### config.mk
export PLATFORM = sky130hd
export DESIGN_NAME = mem_port_arbiter
export DESIGN_NICKNAME = d
export VERILOG_FILES = /design/src/rtl/mem_port_arbiter_pkg.sv /design/src/rtl/mem_port_arbiter_arbiter.sv /design/src/rtl/mem_port_arbiter.sv
export SDC_FILE = /design/constraint.sdc
export NUM_CORES = 1
export LEC_CHECK = 0
export ABC_AREA = 1
export BUFFER_PORTS_ARGS = -buffer_cell sky130_fd_sc_hd__buf_2
export CAP_MARGIN = 5
export CORE_MARGIN = 8
export CORE_UTILIZATION = 48
export CTS_BUF_LIST = sky130_fd_sc_hd__clkbuf_4 sky130_fd_sc_hd__clkbuf_8
export DETAILED_ROUTE_END_ITERATION = 7
export PLACE_DENSITY = 0.81
export SETUP_SLACK_MARGIN = 0.3
export SYNTH_ARGS = -nofsm -noshare
export SYNTH_HDL_FRONTEND = slang
export SYNTH_SLANG_ARGS = --single-unit
### constraint.sdc
create_clock -name clk -period 4.8 [get_ports clk]
set_input_delay 0.72 -clock clk [delete_from_list [all_inputs] [get_ports clk]]
set_output_delay 0.72 -clock clk [all_outputs]
set_load 0.01 [all_outputs]
### src/rtl/mem_port_arbiter_pkg.sv
// Shared definitions for the data-memory port arbiter: access modes, widths
// and sequencer state encodings.
package mem_port_arbiter_pkg;

  localparam int WORD_W = 32;
  localparam int MODE_W = 2;

  localparam logic [MODE_W-1:0] MEM_BYTE = 2'd0;
  localparam logic [MODE_W-1:0] MEM_HALF = 2'd1;
  localparam logic [MODE_W-1:0] MEM_WORD = 2'd2;

  typedef enum logic [1:0] {
    ST_IDLE  = 2'd0,
    ST_ISSUE = 2'd1,
    ST_RESP  = 2'd2
  } state_t;

endpackage

### src/rtl/mem_port_arbiter_arbiter.sv
// Two-way round-robin grant: on a tie the requester that was not granted last
// wins; a lone requester always wins.
module rr_arbiter2 (
  input  logic       valid0,
  input  logic       valid1,
  input  logic       last_grant,
  output logic [1:0] grant,
  output logic       grant_id
);

  always_comb begin
    grant    = 2'b00;
    grant_id = 1'b0;
    if (valid0 && valid1) begin
      grant_id = ~last_grant;
    end else if (valid1) begin
      grant_id = 1'b1;
    end else begin
      grant_id = 1'b0;
    end
    if (valid0 || valid1) begin
      grant = grant_id ? 2'b10 : 2'b01;
    end
  end

endmodule

### src/rtl/mem_port_arbiter.sv
// Round-robin sequencer for the single-ported data memory: accepts one request
// from either requester, runs one memory cycle and returns a one-cycle response.
module mem_port_arbiter
  import mem_port_arbiter_pkg::*;
#(
  parameter int                ADDR_W    = WORD_W,
  parameter logic [ADDR_W-1:0] MEM_LIMIT = 'hfffff
) (
  input  logic              clk,
  input  logic              rst_n,

  input  logic              req0Valid,
  input  logic              req0Write,
  input  logic [ADDR_W-1:0] req0Addr,
  input  logic [ADDR_W-1:0] req0WData,
  input  logic [MODE_W-1:0] req0Mode,
  output logic              req0Ready,
  output logic              rsp0Valid,
  output logic [ADDR_W-1:0] rsp0RData,
  output logic              rsp0Err,

  input  logic              req1Valid,
  input  logic              req1Write,
  input  logic [ADDR_W-1:0] req1Addr,
  input  logic [ADDR_W-1:0] req1WData,
  input  logic [MODE_W-1:0] req1Mode,
  output logic              req1Ready,
  output logic              rsp1Valid,
  output logic [ADDR_W-1:0] rsp1RData,
  output logic              rsp1Err,

  output logic [ADDR_W-1:0] memAddress,
  output logic [ADDR_W-1:0] memWriteData,
  output logic [MODE_W-1:0] memMode,
  output logic              memRead,
  output logic              memWrite,
  input  logic [ADDR_W-1:0] memReadData
);

  state_t              state, next_state;
  logic                last_grant;
  logic [1:0]          grant;
  logic                grant_id;
  logic                accept;

  logic                sel_write;
  logic [ADDR_W-1:0]   sel_addr;
  logic [ADDR_W-1:0]   sel_wdata;
  logic [MODE_W-1:0]   sel_mode;
  logic [ADDR_W:0]     last_byte;
  logic                misaligned;
  logic                bad_mode;
  logic                sel_err;

  logic                lat_write;
  logic                lat_id;
  logic                lat_err;
  logic [ADDR_W-1:0]   rdata_q;
  logic [ADDR_W-1:0]   addr_q;
  logic [ADDR_W-1:0]   wdata_q;
  logic [MODE_W-1:0]   mode_q;

  rr_arbiter2 u_arb (
    .valid0     (req0Valid),
    .valid1     (req1Valid),
    .last_grant (last_grant),
    .grant      (grant),
    .grant_id   (grant_id)
  );

  assign accept    = (state == ST_IDLE) && (grant != 2'b00);
  assign sel_write = grant_id ? req1Write : req0Write;
  assign sel_addr  = grant_id ? req1Addr  : req0Addr;
  assign sel_wdata = grant_id ? req1WData : req0WData;
  assign sel_mode  = grant_id ? req1Mode  : req0Mode;

  // Last touched byte is formed one bit wider so an access near the top of
  // the address space cannot wrap around and slip under the limit.
  always_comb begin
    last_byte  = {1'b0, sel_addr};
    misaligned = 1'b0;
    bad_mode   = 1'b0;
    case (sel_mode)
      MEM_BYTE: last_byte = {1'b0, sel_addr};
      MEM_HALF: begin
        last_byte  = {1'b0, sel_addr} + (ADDR_W+1)'(1);
        misaligned = sel_addr[0];
      end
      MEM_WORD: begin
        last_byte  = {1'b0, sel_addr} + (ADDR_W+1)'(3);
        misaligned = |sel_addr[1:0];
      end
      default: bad_mode = 1'b1;
    endcase
    sel_err = misaligned | bad_mode | (last_byte > {1'b0, MEM_LIMIT});
  end

  always_ff @(posedge clk or negedge rst_n) begin
    if (!rst_n) begin
      state <= ST_IDLE;
    end else begin
      state <= next_state;
    end
  end

  always_comb begin
    next_state = state;
    case (state)
      ST_IDLE:  if (accept) next_state = sel_err ? ST_RESP : ST_ISSUE;
      ST_ISSUE: next_state = ST_RESP;
      ST_RESP:  next_state = ST_IDLE;
      default:  next_state = ST_IDLE;
    endcase
  end

  always_comb begin
    req0Ready = 1'b0;
    req1Ready = 1'b0;
    memRead   = 1'b0;
    memWrite  = 1'b0;
    rsp0Valid = 1'b0;
    rsp0RData = '0;
    rsp0Err   = 1'b0;
    rsp1Valid = 1'b0;
    rsp1RData = '0;
    rsp1Err   = 1'b0;
    case (state)
      ST_IDLE: begin
        req0Ready = grant[0];
        req1Ready = grant[1];
      end
      ST_ISSUE: begin
        memWrite = lat_write;
        memRead  = ~lat_write;
      end
      ST_RESP: begin
        if (lat_id) begin
          rsp1Valid = 1'b1;
          rsp1RData = rdata_q;
          rsp1Err   = lat_err;
        end else begin
          rsp0Valid = 1'b1;
          rsp0RData = rdata_q;
          rsp0Err   = lat_err;
        end
      end
      default: ;
    endcase
  end

  // The memory-facing registers only load for good accesses, so the port keeps
  // showing the last real access while idle or while an error is answered.
  always_ff @(posedge clk or negedge rst_n) begin
    if (!rst_n) begin
      last_grant <= 1'b1;
      lat_write  <= 1'b0;
      lat_id     <= 1'b0;
      lat_err    <= 1'b0;
      rdata_q    <= '0;
      addr_q     <= '0;
      wdata_q    <= '0;
      mode_q     <= '0;
    end else if (accept) begin
      last_grant <= grant_id;
      lat_write  <= sel_write;
      lat_id     <= grant_id;
      lat_err    <= sel_err;
      rdata_q    <= '0;
      if (!sel_err) begin
        addr_q  <= sel_addr;
        wdata_q <= sel_wdata;
        mode_q  <= sel_mode;
      end
    end else if (state == ST_ISSUE) begin
      rdata_q <= lat_write ? '0 : memReadData;
    end
  end

  assign memAddress   = addr_q;
  assign memWriteData = wdata_q;
  assign memMode      = mode_q;

endmodule

== Word-level counts from Yosys, hierarchy flattened ==
Index checks and enable logic that the tools add are counted.
Word-level totals
  register bits: 104
  input port bits: 170
  output and inout bits: 138
  word-level logic and storage cells: 65
Cells by class
  add/subtract/negate cells: 2
  magnitude comparators: 1
  eq/ne operators: 5
  multiplexer cells: 33
  bitwise operators: 5
  reduce and logical (&&, ||, !) cells: 10
Operators with widths (number)
  two-way mux 32 bit: 9
  one-hot mux 33 bit (2 select lines): 1
  adder 32 x 1 -> 33 bit (second input constant): 1
  adder 32 x 2 -> 33 bit (second input constant): 1
  > comparator 33 x 20 -> 1 bit (second input constant): 1
  two-way mux 1 bit: 16
  two-way mux 2 bit: 5
  == test 2 x 1 -> 1 bit (second input constant): 2
  == test 2 bit (second input constant): 2
  zero test 2 bit: 2
  one-hot mux 2 bit (2 select lines): 1
  nonzero test 2 bit: 2
  NOT 1 bit: 3
  OR reduction 3 bit: 1
  logical AND 1 bit: 2
  inequality test 2 bit (second input constant): 1
  bitwise OR 1 bit: 2
  one-hot mux 1 bit (2 select lines): 1
  AND reduction 2 bit: 1
  OR reduction 2 bit: 1
  logical OR 1 bit: 1

== Depth between registers and ports, before layout ==
  depth after elaboration: 11
  mapped depth: 25
  gate-level depth less buffers: 21

== Hierarchy ==
From an unflattened synthesis, not the netlist that was laid out.
Second synthesis, totals
  cell total of the unflattened synthesis: 1001
  area, all modules: 6377.4 um^2
Modules (own cells, without submodules)
  mem_port_arbiter: instances 1, cells each 995, area an instance 6352.3 um^2, sequential area each 2603.7 um^2
  rr_arbiter2: instances 1, cells each 6, area an instance 25.0 um^2, sequential area each 0.0 um^2

== Worst setup path after synthesis ==
Ideal clock, no wire load.
  path type: input -> register
  start: input req0Valid
  end: register mode_q[1], in the netlist memMode[1]
  library setup time: 117 ps
  data arrival time: 3842 ps
  data required time: 4683 ps
  path slack: 840 ps
  stages: 24
  buffers on the path: 5
  path through: nand2_2 -> nand2_2 -> buf_6 -> buf_4 -> clkbuf_1 -> o21ai_0 -> ha_1 -> inv_1 -> fa_1 -> nand3b_1 -> nor2_1 -> nand2_1 -> nor2_4 -> nand3_1 -> nand2_1 -> nand2_1 -> nor2_1 -> nand2_1 -> nor2_2 -> nand3_1 -> buf_4 -> buf_6 -> nand2_1 -> nand2_1
On the way
  longest elaborated chain between the ends: 10
  elaborated cells between the ends (all ways): 24
  classes of those cells: 2 x add/sub; 1 x order compare; 2 x eq/ne; 8 x mux; 3 x bitwise; 8 x reduce/logical
Ends and longest elaborated chain
  start: declaration: line mem_port_arbiter.sv:12  | input logic req0Valid,
  logical AND 1 bit *: line mem_port_arbiter_arbiter.sv:14  | if (valid0 && valid1) begin
  two-way mux 1 bit *: line mem_port_arbiter_arbiter.sv:14
  two-way mux 2 bit *: line mem_port_arbiter.sv:75  | assign sel_mode = grant_id ? req1Mode : req0Mode;
  via sel_mode[1]: line mem_port_arbiter.sv:49  | logic [MODE_W-1:0] sel_mode;
  branches (longest 7 deep; another with > comparator 33 x 20 -> 1 bit)
  end signal: assignment: line mem_port_arbiter.sv:172  | mode_q <= sel_mode;
  end: declaration: line mem_port_arbiter.sv:61  | logic [MODE_W-1:0] mode_q;
Mark *: on every way through the listed nets, which the timed path passes.
A chain may end at the register's enable or synchronous reset.

== Worst setup path in the final report ==
  start: register last_grant
  end: register mode_q[1], in the netlist memMode[1]
On the way
  longest elaborated chain between the ends: 10
  elaborated cells between the ends (all ways): 23
  classes of those cells: 2 x add/sub; 1 x order compare; 2 x eq/ne; 8 x mux; 4 x bitwise; 6 x reduce/logical
Ends and longest elaborated chain
  start: declaration: line mem_port_arbiter.sv:41  | logic last_grant;
  start signal: assignment: line mem_port_arbiter.sv:164  | last_grant <= grant_id;
  NOT 1 bit *: line mem_port_arbiter_arbiter.sv:15  | grant_id = ~last_grant;
  two-way mux 1 bit *: line mem_port_arbiter_arbiter.sv:14
  branches (longest 8 deep; another with adder 32 x 2 -> 33 bit)
Every way passes the cells marked *.

==> qor.tcl <==
set qor(run_status) {finished clean}
set qor(die_x_um) 132
set qor(fin_crit_sh_pct) 81.0
set qor(synth_edf_count) 0
set qor(tritoncts) {yes}
set qor(grt.overflow.total) 0
set qor(netSwitchingPower_uw) 617
set qor(worst_hold_path_type) {in2async}
set qor(design.die.area_um2) 17300
set qor(power_density_nw_per_um2) 243
set qor(final.fill_count) 1258
set qor(max_cap_viol_count) 0
set qor(postRouteAntennaNets) 0
set qor(routed_wl_um) 22900
set qor(cts.reportedPaths.clkPinSlew_ns) 0.10
set qor(timing.final.hold_violations) 0
set qor(fmax_mhz) 257
set qor(grt_use_total_pct) 26.2
set qor(power_switching_share_pct) 30.7
set qor(route.detailed.wl_per_inst_um) 15.9
set qor(hold-worst-slack_ns) 0.375
set qor(report.final.slew_viol_count) 0
set qor(synth_most_common_cell) {sky130_fd_sc_hd__nand2_1}
set qor(core.rowCount) 42
set qor(worst_r2r_path_depth) 19
set qor(ctsHtreeMaxLevel) 3
set qor(flow.area_growth_from_synthesis_pct) 28.3
set qor(clock_power_share_pct) 32.7
set qor(wire_length_of_the_first_global_routing_pass_um) 37200
set qor(multiInputGateArea_um2) 3140
set qor(syn_nets) 1163
set qor(timing.critical_path.arrival_ns) 4.19
set qor(worstPathRequired_ns) 5.11
set qor(initial_antenna_violation_count) 1
set qor(post_dp_hpwl_um) 17900
set qor(initialDrtViolationCount) 665
set qor(clock_tree.buffer_depth) 2
set qor(top_post_synthesis_cells_by_area) {sky130_fd_sc_hd__dfrtp_1 (40%), sky130_fd_sc_hd__nand2_1 (25%), sky130_fd_sc_hd__nor2_1 (6.9%), sky130_fd_sc_hd__nand4_1 (6.1%), sky130_fd_sc_hd__inv_1 (5.4%)}
set qor(fp.dieH_um) 132
set qor(slew_headroom_pct) 30.5
set qor(buffer_ports.inserted) 307
set qor(cp_capture_type) {register}
set qor(dr_total_vias) 7321
set qor(synth_cell_types) 29
set qor(core_region_area_um2) 13100
set qor(initial_utilization_pct) 48.9
set qor(ir_worst_vdd_mv) 0.127
set qor(synthDominantCellAreaShare_pct) 40.1
set qor(total_power_mw) 2.01
set qor(gpl.final_weighted_congestion) 0.912
set qor(cts_resized) 0
set qor(async_sr_flop_fraction_pct) 100
set qor(share_seq_of_total_power_pct) 44.7
set qor(setup_fix_bufs_post_cts) 0
set qor(grt_pass1_vias) 6955
set qor(worst_setup_path_start_kind) {register}
set qor(synth_common_cells) {sky130_fd_sc_hd__nand2_1 (420), sky130_fd_sc_hd__nor2_1 (118), sky130_fd_sc_hd__dfrtp_1 (103)}
set qor(synth-warning-count) 0
set qor(worstReg2RegEnd) {memMode[1]}
set qor(tightestPinTransition_ns) 1.04
set qor(worst_clock_skew_ns) 0.00980
set qor(routed_via_density) 5.08
set qor(tns_ns) 0
set qor(detail_route.first_pass.iterations) 5
set qor(top_level_ports) 308
set qor(seq_area_frac_synth_pct) 40.5
set qor(tritoncts.num_buffers) 9
set qor(synthesis.instances) 988
set qor(total_number_of_clock_tree_sinks) 104
set qor(finalSetupViolations) 0
set qor(post-route-min-period_ns) 3.89
set qor(total_drc_errors_in_the_routed_layout) 0
set qor(setup_repair_after_global_routing_missed_its_margin) {false}
set qor(synth.avg_cell_area_um2) 6.50
set qor(reg2reg_slack_ns) 0.91
set qor(maximum_number_of_pins_on_one_net_before_global_route_repair) 68
set qor(r2r-start) {last_grant}
set qor(ys.flop_type) {sky130_fd_sc_hd__dfrtp_1}
set qor(root_buffer_cell) {sky130_fd_sc_hd__clkbuf_8}
set qor(ctsHoldBuffers) 0
set qor(final_net_count) 1436
set qor(yosysTopAreaCell) {sky130_fd_sc_hd__dfrtp_1}
set qor(cellLeakagePower_nw) 5.05
set qor(timing_worst_setup_path_type) {reg2reg}
set qor(power.combinational.fraction_pct) 22.6
set qor(worstSkewPairLatency_ns) 0.38
set qor(post_route_cells_drive_above_1_share_pct) 28.5
set qor(cp_max_fo) 56
set qor(power.internal_mw) 1.39
set qor(ys_ff_latch) 104
set qor(final-seq-area_um2) 2600
set qor(syn_area_um2) 6420
==> flip-flops by register name, summed over array words and instances (netlist names) <==
| signal | count |
|---|---|
| memAddress | 32 |
| memWriteData | 32 |
| rdata_q | 32 |
| memMode | 2 |
| state | 2 |
| last_grant | 1 |
| lat_err | 1 |
| lat_id | 1 |
| lat_write | 1 |
==> logic make-up (layout without fill, tap and decap cells) <==
family,after synthesis,after routing,synth area share (%)
flip-flops,104,104,40.5
adder cells (fa/ha/maj),5,5,1.09
buffers and inverters,162,439,10.8
other,0,1,0
AO/OA/AOI/OAI,43,43,3.47
AND/OR/NAND/NOR,674,674,44.1
==> critical path, cell delays in order (launching register included) <==
cell                       delay [ns]
sky130_fd_sc_hd__dfstp_2         0.57
sky130_fd_sc_hd__nand2_2         0.07
sky130_fd_sc_hd__nand2_2         0.16
sky130_fd_sc_hd__inv_1           0.07
sky130_fd_sc_hd__or2_2           0.28
sky130_fd_sc_hd__o21ai_0         0.11
sky130_fd_sc_hd__ha_1            0.23
sky130_fd_sc_hd__inv_1           0.08
sky130_fd_sc_hd__fa_1            0.39
sky130_fd_sc_hd__nand3b_1        0.17
sky130_fd_sc_hd__nor2_1          0.13
sky130_fd_sc_hd__nand2_1         0.11
sky130_fd_sc_hd__nor2_4          0.20
sky130_fd_sc_hd__nand4_1         0.10
sky130_fd_sc_hd__nand2_1         0.08
sky130_fd_sc_hd__nand3_1         0.11
sky130_fd_sc_hd__nor2_4          0.13
sky130_fd_sc_hd__buf_4           0.51
sky130_fd_sc_hd__nand4_1         0.20
sky130_fd_sc_hd__nand2_1         0.11
==> power groups by stage <==
stage / clock (mW) / combinational (mW) / sequential (mW)
2_1_floorplan: 0 / 0.269 / 0.915
3_3_place_gp: 0 / 0.449 / 0.914
3_5_place_dp: 0 / 0.449 / 0.914
4_1_cts: 0.671 / 0.451 / 0.897
5_1_grt: 0.705 / 0.511 / 0.899
6_report: 0.657 / 0.452 / 0.897
==> per-stage QoR <==
stage / cells / util, % / setup slack, ns / area, um^2
6_report: 1442 / 62.7 / 0.913 / 8240
5_1_grt: 1442 / 62.7 / 0.407 / 8240
4_1_cts: 1441 / 62.7 / 0.915 / 8240
3_5_place_dp: 1426 / 60.9 / 0.653 / 8000
3_3_place_gp: 1426 / 60.9 / 0.772 / 8000
2_1_floorplan: 988 / - / 0.840 / 6420
==> cell type report <==
class	count	area share (%)
repair buffers	320	19.9
well taps	176	2.67
multi-input cells	722	38.2
clock inverters	5	1.26
inverters	104	4.74
clock buffers	10	1.67
flip-flops and latches	104	31.6
diodes	1	0.0304
==> metal layers <==
layer / part of all wire (%) / global-route usage [%] / vias up
met1: 40 / 31.7 / 3349
met5: 0 / 0 / -
met2: 49 / 44.9 / 337
li1: - / - / 3604
met4: 2.0 / 7.98 / 0
met3: 8.7 / 6.55 / 31
==> cell usage in the layout (no fill, tap or decap), types with 12 or more instances in the layout <==
master and n:
sky130_fd_sc_hd__inv_2 12, sky130_fd_sc_hd__inv_1 92, sky130_fd_sc_hd__buf_4 14, sky130_fd_sc_hd__nand2_1 420, sky130_fd_sc_hd__nand4_1 63, sky130_fd_sc_hd__nand3b_1 13
sky130_fd_sc_hd__dfrtp_1 103, sky130_fd_sc_hd__o21ai_0 38, sky130_fd_sc_hd__nor2_1 116, sky130_fd_sc_hd__buf_2 306, sky130_fd_sc_hd__nand3_1 47
==> worst max path at each step <==
stage	from	end	slack [ns]	depth (start not counted)
2_1_floorplan	req0Valid	memMode[1]	0.84	24
3_3_place_gp	req0Valid	lat_err	0.77	22
3_5_place_dp	req0Valid	memMode[1]	0.65	20
4_1_cts	last_grant	memMode[1]	0.91	19
5_1_grt	last_grant	state[1]	0.41	22
6_report	last_grant	memMode[1]	0.91	19
Power figures use the tool's default switching activity.
